[src/rtl/obi_cmd_master_if.sv]
// ============================================================================
// obi_req_if / obi_rsp_if : OBI request and response channel bundles
// Rev 1.0 - initial release
// ============================================================================
`default_nettype none

interface obi_req_if #(
  parameter int ADDR_WIDTH = 32
);
  logic                  req;
  logic                  we;
  logic [3:0]            be;
  logic [ADDR_WIDTH-1:0] addr;
  logic [31:0]           wdata;
  logic                  gnt;

  modport master (output req, we, be, addr, wdata, input gnt);
  modport slave  (input req, we, be, addr, wdata, output gnt);
endinterface

interface obi_rsp_if;
  logic        rvalid;
  logic [31:0] rdata;

  modport master (output rvalid, rdata);
  modport slave  (input rvalid, rdata);
endinterface

`default_nettype wire

[src/rtl/obi_cmd_master.sv]
// ============================================================================
// obi_cmd_master : command stream to single-outstanding OBI transactions
// Rev 1.0 - initial release
// ============================================================================
`default_nettype none

module obi_cmd_master #(
  parameter int ADDR_WIDTH = 32
) (
  input  logic                  clk_i,
  input  logic                  rst_ni,
  input  logic                  cmd_valid_i,
  output logic                  cmd_ready_o,
  input  logic                  cmd_we_i,
  input  logic [1:0]            cmd_size_i,
  input  logic [ADDR_WIDTH-1:0] cmd_addr_i,
  input  logic [31:0]           cmd_wdata_i,
  output logic                  rsp_valid_o,
  input  logic                  rsp_ready_i,
  output logic [31:0]           rsp_rdata_o,
  output logic                  rsp_err_o,
  output logic                  busy_o,
  obi_req_if.master             bus_req,
  obi_rsp_if.slave              bus_rsp
);

  typedef enum logic [1:0] {
    S_IDLE = 2'd0,
    S_REQ  = 2'd1,
    S_WAIT = 2'd2,
    S_RSP  = 2'd3
  } state_t;

  state_t                r_state;
  state_t                w_state_nxt;
  logic                  w_accept;
  logic                  w_legal;
  logic [3:0]            w_be;
  logic [31:0]           w_wdata_rep;
  logic [31:0]           w_rd_shift;
  logic [31:0]           w_rd_ext;

  logic                  r_we;
  logic [1:0]            r_size;
  logic [1:0]            r_off;
  logic [ADDR_WIDTH-1:0] r_addr;
  logic [3:0]            r_be;
  logic [31:0]           r_wdata;
  logic [31:0]           r_rdata;
  logic                  r_err;

  // Legality, byte enables and lane replication from the incoming command
  always_comb begin
    w_legal     = 1'b0;
    w_be        = 4'h0;
    w_wdata_rep = cmd_wdata_i;
    case (cmd_size_i)
      2'd0: begin
        w_legal     = 1'b1;
        w_be        = 4'b0001 << cmd_addr_i[1:0];
        w_wdata_rep = {4{cmd_wdata_i[7:0]}};
      end
      2'd1: begin
        w_legal     = ~cmd_addr_i[0];
        w_be        = 4'b0011 << cmd_addr_i[1:0];
        w_wdata_rep = {2{cmd_wdata_i[15:0]}};
      end
      2'd2: begin
        w_legal     = (cmd_addr_i[1:0] == 2'b00);
        w_be        = 4'hF;
      end
      default: ;
    endcase
  end

  assign w_rd_shift = bus_rsp.rdata >> {r_off, 3'b000};

  always_comb begin
    case (r_size)
      2'd0:    w_rd_ext = {24'b0, w_rd_shift[7:0]};
      2'd1:    w_rd_ext = {16'b0, w_rd_shift[15:0]};
      default: w_rd_ext = w_rd_shift;
    endcase
  end

  always_ff @(posedge clk_i or negedge rst_ni) begin
    if (!rst_ni) r_state <= S_IDLE;
    else         r_state <= w_state_nxt;
  end

  always_comb begin
    w_state_nxt = r_state;
    w_accept    = 1'b0;
    case (r_state)
      S_IDLE: begin
        if (cmd_valid_i) begin
          w_accept    = 1'b1;
          w_state_nxt = w_legal ? S_REQ : S_RSP;
        end
      end
      S_REQ:  if (bus_req.gnt)    w_state_nxt = S_WAIT;
      // rvalid is only honoured here, so a response in the grant cycle is never taken
      S_WAIT: if (bus_rsp.rvalid) w_state_nxt = S_RSP;
      S_RSP:  if (rsp_ready_i)    w_state_nxt = S_IDLE;
      default: w_state_nxt = S_IDLE;
    endcase
  end

  always_ff @(posedge clk_i or negedge rst_ni) begin
    if (!rst_ni) begin
      r_we    <= 1'b0;
      r_size  <= 2'd0;
      r_off   <= 2'd0;
      r_addr  <= '0;
      r_be    <= 4'h0;
      r_wdata <= 32'h0;
      r_rdata <= 32'h0;
      r_err   <= 1'b0;
    end else if (w_accept) begin
      r_we    <= cmd_we_i;
      r_size  <= cmd_size_i;
      r_off   <= cmd_addr_i[1:0];
      r_addr  <= {cmd_addr_i[ADDR_WIDTH-1:2], 2'b00};
      r_be    <= w_be;
      r_wdata <= w_wdata_rep;
      r_rdata <= 32'h0;
      r_err   <= ~w_legal;
    end else if (r_state == S_WAIT && bus_rsp.rvalid && !r_we) begin
      r_rdata <= w_rd_ext;
    end
  end

  assign cmd_ready_o   = (r_state == S_IDLE);
  assign busy_o        = (r_state != S_IDLE);
  assign rsp_valid_o   = (r_state == S_RSP);
  assign rsp_rdata_o   = r_rdata;
  assign rsp_err_o     = r_err;
  assign bus_req.req   = (r_state == S_REQ);
  assign bus_req.we    = r_we;
  assign bus_req.be    = r_be;
  assign bus_req.addr  = r_addr;
  assign bus_req.wdata = r_wdata;

  a_rvalid_only_in_wait: assert property (
    @(posedge clk_i) disable iff (!rst_ni) bus_rsp.rvalid |-> (r_state == S_WAIT)
  );

endmodule

`default_nettype wire

[src/flat_wrapper.sv]
// flat-port wrapper written by rule: the top's interface ports become plain ports
module obi_cmd_master_flat 
#(
  parameter int ADDR_WIDTH = 32
)
  (clk_i, rst_ni, cmd_valid_i, cmd_ready_o, cmd_we_i, cmd_size_i, cmd_addr_i, cmd_wdata_i, rsp_valid_o, rsp_ready_i, rsp_rdata_o, rsp_err_o, busy_o, bus_req_req, bus_req_we, bus_req_be, bus_req_addr, bus_req_wdata, bus_req_gnt, bus_rsp_rvalid, bus_rsp_rdata);
  obi_req_if #(.ADDR_WIDTH(ADDR_WIDTH)) bus_req_i ();
  obi_rsp_if bus_rsp_i ();
  input  logic clk_i;
  input  logic rst_ni;
  input  logic cmd_valid_i;
  output logic cmd_ready_o;
  input  logic cmd_we_i;
  input  logic [1:0] cmd_size_i;
  input  logic [ADDR_WIDTH-1:0] cmd_addr_i;
  input  logic [31:0] cmd_wdata_i;
  output logic rsp_valid_o;
  input  logic rsp_ready_i;
  output logic [31:0] rsp_rdata_o;
  output logic rsp_err_o;
  output logic busy_o;
  output wire logic [$bits(bus_req_i.req)-1:0] bus_req_req;
  output wire logic [$bits(bus_req_i.we)-1:0] bus_req_we;
  output wire logic [$bits(bus_req_i.be)-1:0] bus_req_be;
  output wire logic [$bits(bus_req_i.addr)-1:0] bus_req_addr;
  output wire logic [$bits(bus_req_i.wdata)-1:0] bus_req_wdata;
  input wire logic [$bits(bus_req_i.gnt)-1:0] bus_req_gnt;
  input wire logic [$bits(bus_rsp_i.rvalid)-1:0] bus_rsp_rvalid;
  input wire logic [$bits(bus_rsp_i.rdata)-1:0] bus_rsp_rdata;
  assign bus_req_req = bus_req_i.req;
  assign bus_req_we = bus_req_i.we;
  assign bus_req_be = bus_req_i.be;
  assign bus_req_addr = bus_req_i.addr;
  assign bus_req_wdata = bus_req_i.wdata;
  assign bus_req_i.gnt = bus_req_gnt;
  assign bus_rsp_i.rvalid = bus_rsp_rvalid;
  assign bus_rsp_i.rdata = bus_rsp_rdata;
  obi_cmd_master #(.ADDR_WIDTH(ADDR_WIDTH)) u_core (.clk_i(clk_i), .rst_ni(rst_ni), .cmd_valid_i(cmd_valid_i), .cmd_ready_o(cmd_ready_o), .cmd_we_i(cmd_we_i), .cmd_size_i(cmd_size_i), .cmd_addr_i(cmd_addr_i), .cmd_wdata_i(cmd_wdata_i), .rsp_valid_o(rsp_valid_o), .rsp_ready_i(rsp_ready_i), .rsp_rdata_o(rsp_rdata_o), .rsp_err_o(rsp_err_o), .busy_o(busy_o), .bus_req(bus_req_i), .bus_rsp(bus_rsp_i));
endmodule
[config.mk]
export PLATFORM = sky130hd
export DESIGN_NAME = obi_cmd_master_flat
export DESIGN_NICKNAME = d
export VERILOG_FILES = /design/src/rtl/obi_cmd_master_if.sv /design/src/rtl/obi_cmd_master.sv /design/src/flat_wrapper.sv
export SDC_FILE = /design/constraint.sdc
export NUM_CORES = 1
export LEC_CHECK = 0
export CAP_MARGIN = 15
export CORE_MARGIN = 1
export CORE_UTILIZATION = 39
export DETAILED_ROUTE_END_ITERATION = 10
export GPL_ROUTABILITY_DRIVEN = 0
export PLACE_DENSITY_LB_ADDON = 0.1
export SETUP_SLACK_MARGIN = 0.5
export SKIP_CTS_REPAIR_TIMING = 1
export SLEW_MARGIN = 20
export SYNTH_ARGS = -nofsm -noshare
export SYNTH_HDL_FRONTEND = slang
export SYNTH_SLANG_ARGS = --single-unit
export TNS_END_PERCENT = 1
[constraint.sdc]
create_clock -name clk_i -period 1.57 [get_ports clk_i]
set_input_delay 0.314 -clock clk_i [delete_from_list [all_inputs] [get_ports clk_i]]
set_output_delay 0.314 -clock clk_i [all_outputs]
set_load 0.01 [all_outputs]
==> impl_metrics.toml <==
[placed_design]
port_buffers = 208
place_ws_ps = -198
dp_hpwl_um = 11700

[finish]
nNetsFinal = 842
drive_gt1_frac = 0.296
diodes = 0
final_common_cell = "nand2_1"
final.fill_count = 1012
final_core_util = 0.640
syn_to_final_growth_pct = 57.1
final_cell_mix = "nand2_1 (157), dfrtp_1 (106), clkdlybuf4s50_1 (103)"

[timing]
fmax_mhz = 646
clock_skew_ps = 6.82
drv_slew = 0
setup_viol = 0
setup_ws_ps = 22.5
min_period_over_period = 0.986
final-hold-violation-count = 0
grt_setup_unrepaired = "true"
layout_min_cycle_time_ps = 1550

[clock_network]
cts_buffers = 9
clock-sinks = 106
tritoncts = "done"
cts_root_buffer = "clkbuf_16"
cts.clk_slew.worst_paths_ps = 70
clockBufferDepth = 2
h-tree-depth = 3
clock_latency_ps = 350

[routing]
wl_per_cell_um = 16.9
dr.pass1.iters = 4
vias = 4469
postRouteAntennaNets = 0
finalWirelength_um = 15300
first_iter_violations = 213
viasPerCell = 4.94
drc = 0

[critical_path]
crit_required_ps = 1260
cpPeakStageDelay_ps = 410
crit_fanout = 5
critPathKind = "flip-flop to output port"
arrival_ps = 1230
worstSetupStartpointType = "flip-flop"
endpoint_kind = "output port"
cp_slowest_cell = "dfrtp_1"
cp_cell_sequence = "inv_2, ha_4, inv_2, buf_6"
crit_top_cell = "inv_2"

[yosys]
yosysSeqAreaShare = 0.531
ys.flop_type = "dfrtp_1"
synth-edff-count = 0
yosys_warnings = 0
syn_inst = 490
yosys-top-cells-area = "dfrtp_1 (53%), nand2_1 (12%), mux2i_1 (8.0%), o21ai_0 (3.1%), a22o_1 (3.0%)"
synth_area_mm2 = 0.00499
synth_async_sr_flop_share = 1.00
ys_types = 41
ys_ff_latch = 106
yosys.area.top_type = "dfrtp_1"
synth_top_area_share = 0.531
syn_avg_cell_area_um2 = 10.2

[global_routing]
grt_pass1_vias = 4471
grt_first_pass_wirelength_um = 23400
grt_overflow = 0
grt_usage = 0.233
grt_max_degree = 36
antenna_found_initial = 0

[floorplanning]
die_h_um = 115
ios = 211
fp.dieW_um = 115
coreArea_mm2 = 0.0123
die-area_mm2 = 0.0133
initial_utilization = 0.407
num_rows = 40

[power]
power_density_mw_per_mm2 = 1770
p_leak_nw = 3.91
vdd_drop_max_v = 0.000921

[status]
outcome = "complete, no violations"

[run]
cap_violations = 0

[min_path]
hold_class = "input port to asynchronous set/reset pin"
-- state kept, by name, indices dropped and copies added (netlist names) --
register and count:
u_core.r_state 2, u_core.bus_req.be 4, u_core.rsp_err_o 1, u_core.bus_req.we 1, u_core.bus_req.wdata 32, u_core.r_off 2, u_core.r_size 2, u_core.bus_req.addr 30
u_core.rsp_rdata_o 32
-- layout make-up --
class                           count  area (um2)  area share
Multi-Input combinational cell    342        2280       0.291
Clock buffer                       10         239      0.0305
Sequential cell                   106        2650       0.338
Clock inverter                      6        88.8      0.0113
Timing Repair Buffer              266        2340       0.299
Inverter                            7        26.3     0.00335
Tap cell                          168         210      0.0268
-- through the flow --
stage | hold WS [ps] | instances | power [mW] | setup TNS [ps] | cell area [um2]
after CTS | -86.8 | 902 | 14.3 | -2590 | 7970
after global placement | 288 | 886 | 11.6 | -8030 | 7640
after global routing | 485 | 905 | 14.8 | -117 | 7840
after floorplan | 18.4 | 491 | 8.02 | 0 | 5050
final | 452 | 905 | 13.9 | 0 | 7840
after detailed placement | 290 | 886 | 11.8 | -8890 | 7640
-- cells by family after synthesis --
| family | Yosys count | share of synthesized area |
|---|---|---|
| other cells | 1 | 0.000751 |
| flops | 106 | 0.531 |
| buf+inv | 43 | 0.0486 |
| fa+ha+maj | 5 | 0.0125 |
| compound gates | 91 | 0.135 |
| simple gates | 195 | 0.171 |
| mux | 49 | 0.101 |
-- cell usage after synthesis, drive strengths merged, types with 2 or more instances --
| master | number |
|---|---|
| buf | 28 |
| o2bb2ai | 8 |
| and2b | 4 |
| a22o | 17 |
| nand3b | 2 |
| nor2 | 5 |
| nor2b | 5 |
| o41ai | 3 |
| nand3 | 9 |
| ha | 5 |
| a32o | 8 |
| o31ai | 8 |
| mux2i | 40 |
| and2 | 3 |
| clkbuf | 8 |
| inv | 7 |
| nand2 | 158 |
| a211o | 8 |
| mux2 | 9 |
| nand2b | 6 |
| a21oi | 3 |
| dfrtp | 106 |
| o21ai | 31 |
-- worst max-delay path, delay by kind of cell, from the launching register on --
family,cells,cell delay (ps)
buffers and inverters,3,290
flip-flops,1,410
adder cells (fa/ha/maj),1,190
-- where the power goes --
| group | total (mW) | leakage [nW] | switching [mW] | internal, mW |
|---|---|---|---|---|
| clock | 2.45 | 0.155 | 1.01 | 1.44 |
| combinational | 6.75 | 2.40 | 3.36 | 3.39 |
| sequential | 4.72 | 1.35 | 0.794 | 3.93 |
| total | 13.9 | 3.91 | 5.16 | 8.76 |
-- per-layer routing --
metal,part of all wire,wire length (um),track usage
met5,0,0,0
met3,0.080,1220,0.0775
met1,0.43,6620,0.313
met2,0.47,7200,0.362
met4,0.014,212,0.0606
-- path summary, 6_finish.rpt --
check | from | to | slack [ps] | cells past startpoint
worst max-delay path | u_core.r_state[0]$_DFFE_PN0P_ | busy_o | 20 | 4
worst min-delay path | rst_ni | u_core.bus_req.wdata[18]$_DFFE_PN0P_ | 450 | 2
worst max register to register | u_core.r_state[0]$_DFFE_PN0P_ | u_core.bus_req.wdata[27]$_DFFE_PN0P_ | 30 | 5
worst min register to register | u_core.bus_req.addr[20]$_DFFE_PN0P_ | u_core.bus_req.addr[20]$_DFFE_PN0P_ | 470 | 2
max in group asynchronous | rst_ni | u_core.rsp_err_o$_DFFE_PN0P_ | 610 | 3
min in group clk_i | u_core.bus_req.addr[20]$_DFFE_PN0P_ | u_core.bus_req.addr[20]$_DFFE_PN0P_ | 470 | 2
Power figures use the tool's default switching activity.
